[src/rtl/fwd_hazard_ctrl.sv]
// ---------------------------------------------------------------------------
// fwd_hazard_ctrl
//   Forwarding and load-use hazard controller for a 5-stage pipeline. It keeps
//   a shadow copy of the register tags held in the EX, MEM and WB pipeline
//   registers. From those tags it produces operand forwarding selects, a
//   store-data forward enable and a one-cycle load-use stall.
//
// Ports
//   clk, rst      clock and synchronous active-high reset
//   id_valid      ID stage holds a real instruction
//   id_rs         packed source tags, source i at [i*REG_ADDR_W +: REG_ADDR_W]
//   id_rs_used    bit i set when source i is actually read
//   id_rd         destination tag of the ID instruction
//   id_regwrite   ID instruction writes the register file
//   id_memread    ID instruction is a load
//   id_memwrite   ID instruction is a store
//   flush         squash the ID instruction (taken branch)
//   stall         hold PC and IF/ID, inject a bubble into EX
//   ex_fwd_sel    per-source select: 00 reg file, 10 EX/MEM, 01 MEM/WB
//   mem_fwd_en    use the WB result as store data in MEM
//   stall_count   saturating count of cycles with stall asserted
// ---------------------------------------------------------------------------
module fwd_hazard_ctrl #(
    parameter int REG_ADDR_W = 4,
    parameter int NUM_SRC    = 2,
    parameter int STORE_SRC  = 1,
    parameter bit MEM_FWD_EN = 1'b1,
    parameter int CNT_W      = 16
) (
    input  logic                          clk,
    input  logic                          rst,
    input  logic                          id_valid,
    input  logic [NUM_SRC*REG_ADDR_W-1:0] id_rs,
    input  logic [NUM_SRC-1:0]            id_rs_used,
    input  logic [REG_ADDR_W-1:0]         id_rd,
    input  logic                          id_regwrite,
    input  logic                          id_memread,
    input  logic                          id_memwrite,
    input  logic                          flush,
    output logic                          stall,
    output logic [NUM_SRC*2-1:0]          ex_fwd_sel,
    output logic                          mem_fwd_en,
    output logic [CNT_W-1:0]              stall_count
);

    // Hit pattern meaning "only the store-data source matched".
    localparam logic [NUM_SRC-1:0] STORE_ONLY = NUM_SRC'(1) << STORE_SRC;

    typedef struct packed {
        logic                                valid;
        logic [REG_ADDR_W-1:0]               rd;
        logic                                regwrite;
        logic                                memread;
        logic                                memwrite;
        logic [NUM_SRC-1:0][REG_ADDR_W-1:0]  rs;
        logic [NUM_SRC-1:0]                  rs_used;
    } ex_rec_t;

    typedef struct packed {
        logic                  valid;
        logic [REG_ADDR_W-1:0] rd;
        logic                  regwrite;
        logic                  memread;
        logic                  memwrite;
        logic [REG_ADDR_W-1:0] sd;        // store-data source tag
    } mem_rec_t;

    typedef struct packed {
        logic                  valid;
        logic [REG_ADDR_W-1:0] rd;
        logic                  regwrite;
    } wb_rec_t;

    ex_rec_t            ex_d,  ex_q;
    mem_rec_t           mem_d, mem_q;
    wb_rec_t            wb_d,  wb_q;
    logic [CNT_W-1:0]   cnt_d, cnt_q;

    logic               ex_writer, mem_writer, wb_writer;
    logic [NUM_SRC-1:0] src_hit;
    logic               store_exempt;
    logic               hazard;

    // A stage only counts as a producer if it really writes a non-zero register.
    assign ex_writer  = ex_q.valid  && ex_q.regwrite  && (ex_q.rd  != '0);
    assign mem_writer = mem_q.valid && mem_q.regwrite && (mem_q.rd != '0);
    assign wb_writer  = wb_q.valid  && wb_q.regwrite  && (wb_q.rd  != '0);

    // NOTE: every signal driven in always_comb gets a default first, so no
    // path through the block can leave it unassigned and infer a latch.
    always_comb begin
        src_hit = '0;
        for (int i = 0; i < NUM_SRC; i++) begin
            src_hit[i] = id_rs_used[i] &&
                         (id_rs[i*REG_ADDR_W +: REG_ADDR_W] == ex_q.rd);
        end
    end

    // A store that depends on the load only through its data operand can take
    // the loaded value in MEM from WB instead of waiting a cycle.
    assign store_exempt = MEM_FWD_EN && id_memwrite && (src_hit == STORE_ONLY);
    assign hazard       = ex_writer && ex_q.memread && (|src_hit) && !store_exempt;
    assign stall        = id_valid && hazard && !flush;

    // Next EX record: bubble on stall, flush or empty ID slot.
    always_comb begin
        ex_d = '0;
        if (id_valid && !stall && !flush) begin
            ex_d.valid    = 1'b1;
            ex_d.rd       = id_rd;
            ex_d.regwrite = id_regwrite;
            ex_d.memread  = id_memread;
            ex_d.memwrite = id_memwrite;
            ex_d.rs       = id_rs;
            ex_d.rs_used  = id_rs_used;
        end
    end

    // MEM and WB advance every cycle regardless of stall.
    always_comb begin
        mem_d          = '0;
        mem_d.valid    = ex_q.valid;
        mem_d.rd       = ex_q.rd;
        mem_d.regwrite = ex_q.regwrite;
        mem_d.memread  = ex_q.memread;
        mem_d.memwrite = ex_q.memwrite;
        mem_d.sd       = ex_q.rs[STORE_SRC];

        wb_d           = '0;
        wb_d.valid     = mem_q.valid;
        wb_d.rd        = mem_q.rd;
        wb_d.regwrite  = mem_q.regwrite;
    end

    always_comb begin
        cnt_d = cnt_q;
        if (stall && (cnt_q != '1)) begin
            cnt_d = cnt_q + CNT_W'(1);
        end
    end

    // MEM is checked first so the youngest producer wins.
    always_comb begin
        ex_fwd_sel = '0;
        for (int i = 0; i < NUM_SRC; i++) begin
            if (ex_q.rs_used[i] && mem_writer && (mem_q.rd == ex_q.rs[i])) begin
                ex_fwd_sel[2*i +: 2] = 2'b10;
            end else if (ex_q.rs_used[i] && wb_writer && (wb_q.rd == ex_q.rs[i])) begin
                ex_fwd_sel[2*i +: 2] = 2'b01;
            end
        end
    end

    assign mem_fwd_en  = MEM_FWD_EN && mem_q.valid && mem_q.memwrite &&
                         wb_writer && (wb_q.rd == mem_q.sd);
    assign stall_count = cnt_q;

    // NOTE: sequential state uses non-blocking assignments so every flop
    // samples the pre-edge value of the others.
    always_ff @(posedge clk) begin
        if (rst) begin
            ex_q  <= '0;
            mem_q <= '0;
            wb_q  <= '0;
            cnt_q <= '0;
        end else begin
            ex_q  <= ex_d;
            mem_q <= mem_d;
            wb_q  <= wb_d;
            cnt_q <= cnt_d;
        end
    end

    // A load in MEM must never feed a used EX source: the stall should have
    // prevented that, except for the store-data operand forwarded in MEM.
    always_ff @(posedge clk) begin
        if (!rst) begin
            for (int i = 0; i < NUM_SRC; i++) begin
                assert (!(mem_writer && mem_q.memread && ex_q.rs_used[i] &&
                          (mem_q.rd == ex_q.rs[i])) ||
                        (MEM_FWD_EN && (i == STORE_SRC) && ex_q.memwrite));
            end
        end
    end

endmodule

[config.mk]
export PLATFORM = sky130hd
export DESIGN_NAME = fwd_hazard_ctrl
export DESIGN_NICKNAME = d
export VERILOG_FILES = /design/src/rtl/fwd_hazard_ctrl.sv
export SDC_FILE = /design/constraint.sdc
export NUM_CORES = 1
export LEC_CHECK = 0
export CELL_PAD_IN_SITES_DETAIL_PLACEMENT = 1
export CELL_PAD_IN_SITES_GLOBAL_PLACEMENT = 2
export CORE_MARGIN = 2
export CORE_UTILIZATION = 34
export CTS_CLUSTER_SIZE = 8
export DETAILED_ROUTE_END_ITERATION = 10
export PLACE_DENSITY = 0.81
export SYNTH_ARGS = -nofsm -noshare
export SYNTH_HDL_FRONTEND = slang
export SYNTH_SLANG_ARGS = --single-unit
[constraint.sdc]
create_clock -name clk -period 6.1 [get_ports clk]
set_clock_uncertainty 0.2 [all_clocks]
set_input_delay 1.22 -clock clk [delete_from_list [all_inputs] [get_ports clk]]
set_output_delay 1.22 -clock clk [all_outputs]
set_load 0.03 [all_outputs]
### Word-level counts from Yosys, hierarchy flattened

Index checks and enable logic that the tools add are counted.
Widths: inputs -> output; s select.

| storage, ports and cells | value |
|---|---|
| flip-flop bits (word level) | 51 |
| bits in latches | 0 |
| RAM bits | 0 |
| bits in read-only memories | 0 |
| input bits | 21 |
| output and inout port bits | 22 |
| logic and storage cells | 69 |
| memories kept | 0 |

| operators by class | value |
|---|---|
| $add $sub $neg | 1 |
| $mul | 0 |
| div/mod/pow operators | 0 |
| order comparisons | 0 |
| eq/ne operators | 9 |
| shift operators | 0 |
| multiplexer cells | 5 |
| bitwise logic cells | 1 |
| reduce and logical (&&, ||, !) cells | 36 |

Operators with widths:

| operator | count |
|---|---|
| $eq 4x4->1 | 7 |
| $logic_and 1x1->1 | 28 |
| $mux 18 | 1 |
| $add 16x1->16 const B | 1 |
| $ne 16x16->1 const B | 1 |
| $reduce_bool 4->1 | 3 |
| $mux 2 | 2 |
| $reduce_or 2->1 | 2 |
| $logic_not 1->1 | 3 |
| $eq 2x2->1 const B | 1 |
| $mux 1 | 2 |
| $not 1->1 | 1 |

### Longest topological paths before layout

| depth | value |
|---|---|
| word-level depth | 13 |
| gate-level depth with buffers | 8 |

### Worst setup path after synthesis

No wires, ideal clock.

| timing | value |
|---|---|
| path kind | input port to output port |
| from | input port id_rs[5] |
| to | output port stall |
| arrival time | 2.544 ns |
| slack | 2.136 ns |
| cell stages on the path | 5 |
| cells stage by stage | inv_1 -> a222oi_1 -> nor4b_4 -> nor2_2 -> nor2_1 |

| between the ends | value |
|---|---|
| cells in the longest elaborated chain, start to end | 8 |

RTL lines:

| item | RTL line | source |
|---|---|---|
| start, declared | 33 | `input logic [NUM_SRC*REG_ADDR_W-1:0] id_rs,` |
| $eq 4x4->1 (*) | 95 | `(id_rs[i*REG_ADDR_W +: REG_ADDR_W] == ex_q.rd);` |
| $logic_and 1x1->1 (*) | 94 | `src_hit[i] = id_rs_used[i] &&` |
| $eq 2x2->1 | 101 | `assign store_exempt = MEM_FWD_EN && id_memwrite && (src_hit == STORE_ONLY);` |
| $logic_and 1x1->1 | 101 |  |
| $logic_not 1->1 | 102 | `assign hazard = ex_writer && ex_q.memread && (\|src_hit) && !store_exempt;` |
| $logic_and 1x1->1 (*) | 102 |  |
| $logic_and 1x1->1 (*) (2 in a row) | 103 | `assign stall = id_valid && hazard && !flush;` |
| end, declared | 40 | `output logic stall,` |

Mark *: on every way between the ends. The rest lies on a longest branch, timed or not.

### Final worst setup path

Same ends and word-level chain as after synthesis.

==> impl_metrics.csv <==
group,metric,value,unit
status,outcome,"finished clean",
worst_setup_path,path_common_cell,"sky130_fd_sc_hd__clkdlybuf4s50_1",
clocking,ctsRootBufferMaster,"sky130_fd_sc_hd__clkbuf_8",
detailed_routing,met2WireLength,2.75,mm
logic_synthesis,synth_warnings,0,
hold_path,hp-class,"reg2reg",
worst_setup_path,setup.worst_path.end_class,"output port",
worst_setup_path,critical-path-slowest-cell,"sky130_fd_sc_hd__clkdlybuf4s50_1",
sta,setup_ws,1.10,ns
power,power.combinational.fraction,5.6,%
power,final_total_power,0.621,mW
grt,initial_antenna_violation_count,0,
sta,max_freq,200,MHz
detailed_routing,route.top_layer_used,"met4",
logic_synthesis,syn_nets,252,
grt,globalRouteOverflowTotal,0,
sta,report.final.slew_viol_count,0,
power,power.leakage,1.08,nW
worst_setup_path,critPathArrivalTime,3.58,ns
detailed_routing,wirelength,5.28,mm
logic_synthesis,post_synth_main_area_contributors,"sky130_fd_sc_hd__dfxtp_1 46%, sky130_fd_sc_hd__xor2_1 8.7%, sky130_fd_sc_hd__and2_1 5.1%",
logic_synthesis,ys_ff_latch,51,
sta,period_share,81.9,%
clocking,tritoncts,"done",
detailed_routing,drt_pre_antenna_iters,5,
clocking,clk_pin_slew_worst_paths,0.09,ns
clocking,clock_latency,0.31,ns
sta,setup-tns-final,0,ns
worst_setup_path,cp-start-kind,"input port",
worst_setup_path,critPathBufInv,3,
logic_synthesis,largest_area_contributor_in_the_netlist,"sky130_fd_sc_hd__dfxtp_1",
logic_synthesis,synth_edf_count,0,
place,post-place-ws,1.09,ns
worst_setup_path,critPathTopFamily,"buffers and inverters",
sta,fin_hold_viols,0,
sta,total_setup_violations_reported_at_the_end_of_the_flow,0,
layout,final-instance-count-excl-fill,352,
grt,grt_max_degree,36,
clocking,cts_buffers,5,
worst_setup_path,timing.critical_path.required,4.68,ns
logic_synthesis,async_reset_ff_share,0,%
grt,first_pass_grt_wire_length,8.62,mm
clocking,clock_path_buffers,2,
layout,n_antenna_cell,0,
power,power.internal,0.482,mW
logic_synthesis,synth_ff_type,"sky130_fd_sc_hd__dfxtp_1",
place,place.detailed.hpwl,3.98,mm
floorplan,initial_core_util,34.9,%
sta,finalWorstPathRequiredPeriod,5.00,ns
clocking,cts_num_sinks,51,
sta,unrepaired_setup_endpoints_after_global_routing,"false",
floorplan,ioPinCount,43,
power,p_seq_share,55.1,%
logic_synthesis,post_synth_instance_area,0.00220,sq mm
sta,fin_worst_hold_slack,0.246,ns
layout,commonest_non_fill_non_tap_cell_in_the_layout,"sky130_fd_sc_hd__dfxtp_1",
worst_setup_path,crit_path_cell_trace,"clkdlybuf4s50_1 -> inv_1 -> a222oi_1 -> nor4b_4 -> nor2_2 -> nor2_1 -> clkdlybuf4s50_1",
floorplan,die_h,84.5,microns
sta,worst_slew_margin_relative_to_its_limit,61.8,%
worst_setup_path,reg2reg_setup_slack,3.64,ns
layout,drive_above_1_share,7.64,%
floorplan,std_cell_rows,29,
place,place.port_buffers,42,
worst_setup_path,critical_path.max_stage_delay,0.68,ns
power,switching_fraction_of_total_power,22.5,%
detailed_routing,drc,0,
grt,via_count_of_the_first_global_routing_pass,1763,
layout,stdcell_area,0.00282,sq mm
sta,tightestPinTransition,0.568,ns
detailed_routing,wirelength_met1,2.30,mm
floorplan,die_w,84.5,microns
layout,final_net_count,296,
layout,final.fill_count,743,
place,place.detailed.instances,344,
place,place_congestion,0.763,
logic_synthesis,synth.top_cell.area_share,46.3,%
worst_setup_path,timing.critical_path.fanout_max,8,
power,clock_power_share,39.3,%
clocking,post_cts.resized_instances,0,
layout,utilization,44.6,%
power,p_sw,0.140,mW
layout,area_growth_syn_to_layout,27.8,%
detailed_routing,num_vias,1742,
power,power_density,221,mW/mm^2
logic_synthesis,avgSynthCellArea,9.58,sq um
worst_setup_path,worstSetupPathType,"in2out",
logic_synthesis,synth_seq_area_share,46.3,%
detailed_routing,drt_first_iter_violations,29,
floorplan,fp.dieArea,0.00714,sq mm
floorplan,design.core.area,0.00631,sq mm
detailed_routing,detail_route.vias_per_cell,4.95,
grt,globalRouteTotalUtil,15.3,%
detailed_routing,detail_route.wl_per_cell,15.0,microns
clocking,post-cts-setup-buffers,0,
clocking,holdBufCountCts,0,
clocking,cts_max_level,2,
power,irDropWorstVdd,0.0875,mV
detailed_routing,detailroute.wirelength.met3,164,microns
logic_synthesis,synth_cell_type_count,40,
layout,leading_cell_types_in_the_layout_fill_and_taps_excluded,"51 x sky130_fd_sc_hd__dfxtp_1, 42 x sky130_fd_sc_hd__clkdlybuf4s50_1, 22 x sky130_fd_sc_hd__xor2_1, 18 x sky130_fd_sc_hd__and2_1",
flow_run,max-cap-violations,0,
logic_synthesis,synth_cells,230,
place,placement.cell_area,0.00270,sq mm
detailed_routing,post_route_antenna_net_violation_count,0,
==> synthesized netlist by cell type, types with 3 or more instances <==
cell                         n
sky130_fd_sc_hd__dfxtp_1    51
sky130_fd_sc_hd__xor2_1     22
sky130_fd_sc_hd__and2_1     18
sky130_fd_sc_hd__nor2_1     16
sky130_fd_sc_hd__nor2b_1    16
sky130_fd_sc_hd__nand3_1    12
sky130_fd_sc_hd__xnor2_1    10
sky130_fd_sc_hd__inv_1       8
sky130_fd_sc_hd__a21oi_1     6
sky130_fd_sc_hd__nor4_1      6
sky130_fd_sc_hd__or3_1       6
sky130_fd_sc_hd__clkbuf_1    5
sky130_fd_sc_hd__nand2_1     5
sky130_fd_sc_hd__or4_1       5
sky130_fd_sc_hd__nor3_1      4
sky130_fd_sc_hd__o21ai_0     4
sky130_fd_sc_hd__and3_1      3
sky130_fd_sc_hd__o2111ai_1   3
sky130_fd_sc_hd__o211ai_1    3
sky130_fd_sc_hd__o31ai_1     3
==> per-layer routing <==
| metal | up-vias | GRT usage (%) |
|---|---|---|
| li1 | 880 | - |
| met1 | 828 | 16.7 |
| met2 | 27 | 28.8 |
| met3 | 7 | 3.64 |
| met4 | 0 | 4.76 |
| met5 | - | 0 |
==> power groups by stage <==
stage	combinational [mW]	clock (mW)	sequential, mW
6_report	0.0347	0.244	0.342
5_1_grt	0.0382	0.266	0.343
4_1_cts	0.0353	0.252	0.342
3_5_place_dp	0.0353	0	0.350
3_3_place_gp	0.0344	0	0.350
2_1_floorplan	0.0171	0	0.349
==> worst register-to-register path: stages (launching register included) <==
cell and delay [ns]:
sky130_fd_sc_hd__dfxtp_1 0.40, sky130_fd_sc_hd__inv_1 0.11, sky130_fd_sc_hd__a222oi_1 0.25, sky130_fd_sc_hd__nor4b_4 0.54
sky130_fd_sc_hd__o21ai_2 0.27, sky130_fd_sc_hd__or4_1 0.51, sky130_fd_sc_hd__a21oi_1 0.14
==> cell type report <==
type                    instances  area [sq um]  area share [%]
clock buffers                   5          68.8            2.44
clock inverters                 3          46.3            1.64
well taps                      77          96.3            3.42
inverters                       8          30.0            1.07
repair buffers                 44           435            15.5
flip-flops and latches         51          1020            36.3
multi-input cells             164          1120            39.7
==> logic make-up after synthesis <==
group	after synthesis	synth area share, %
AO/OA/AOI/OAI	24	7.38
XOR/XNOR	32	12.7
adder cells (fa/ha/maj)	1	0.568
buffers and inverters	15	2.95
flip-flops	51	46.3
multiplexers	2	0.965
AND/OR/NAND/NOR	105	29.1
==> path summary, 6_finish.rpt <==
| path | to | start | cells past startpoint |
|---|---|---|---|
| worst max register to register | stall_count[9]$_SDFFE_PP0P_ | ex_q[16]$_SDFF_PP0_ | 6 |
| worst min register to register | mem_q[4]$_SDFF_PP0_ | ex_q[10]$_SDFF_PP0_ | 1 |
| worst min-delay path | mem_q[4]$_SDFF_PP0_ | ex_q[10]$_SDFF_PP0_ | 1 |
| worst max-delay path | stall | id_rs[5] | 7 |
==> registers in the layout, indices dropped and copies added (netlist names) <==
signal / count
stall_count: 16
wb_q: 6
ex_q: 18
mem_q: 11
Note: power is estimated with default switching activity, not from simulation.
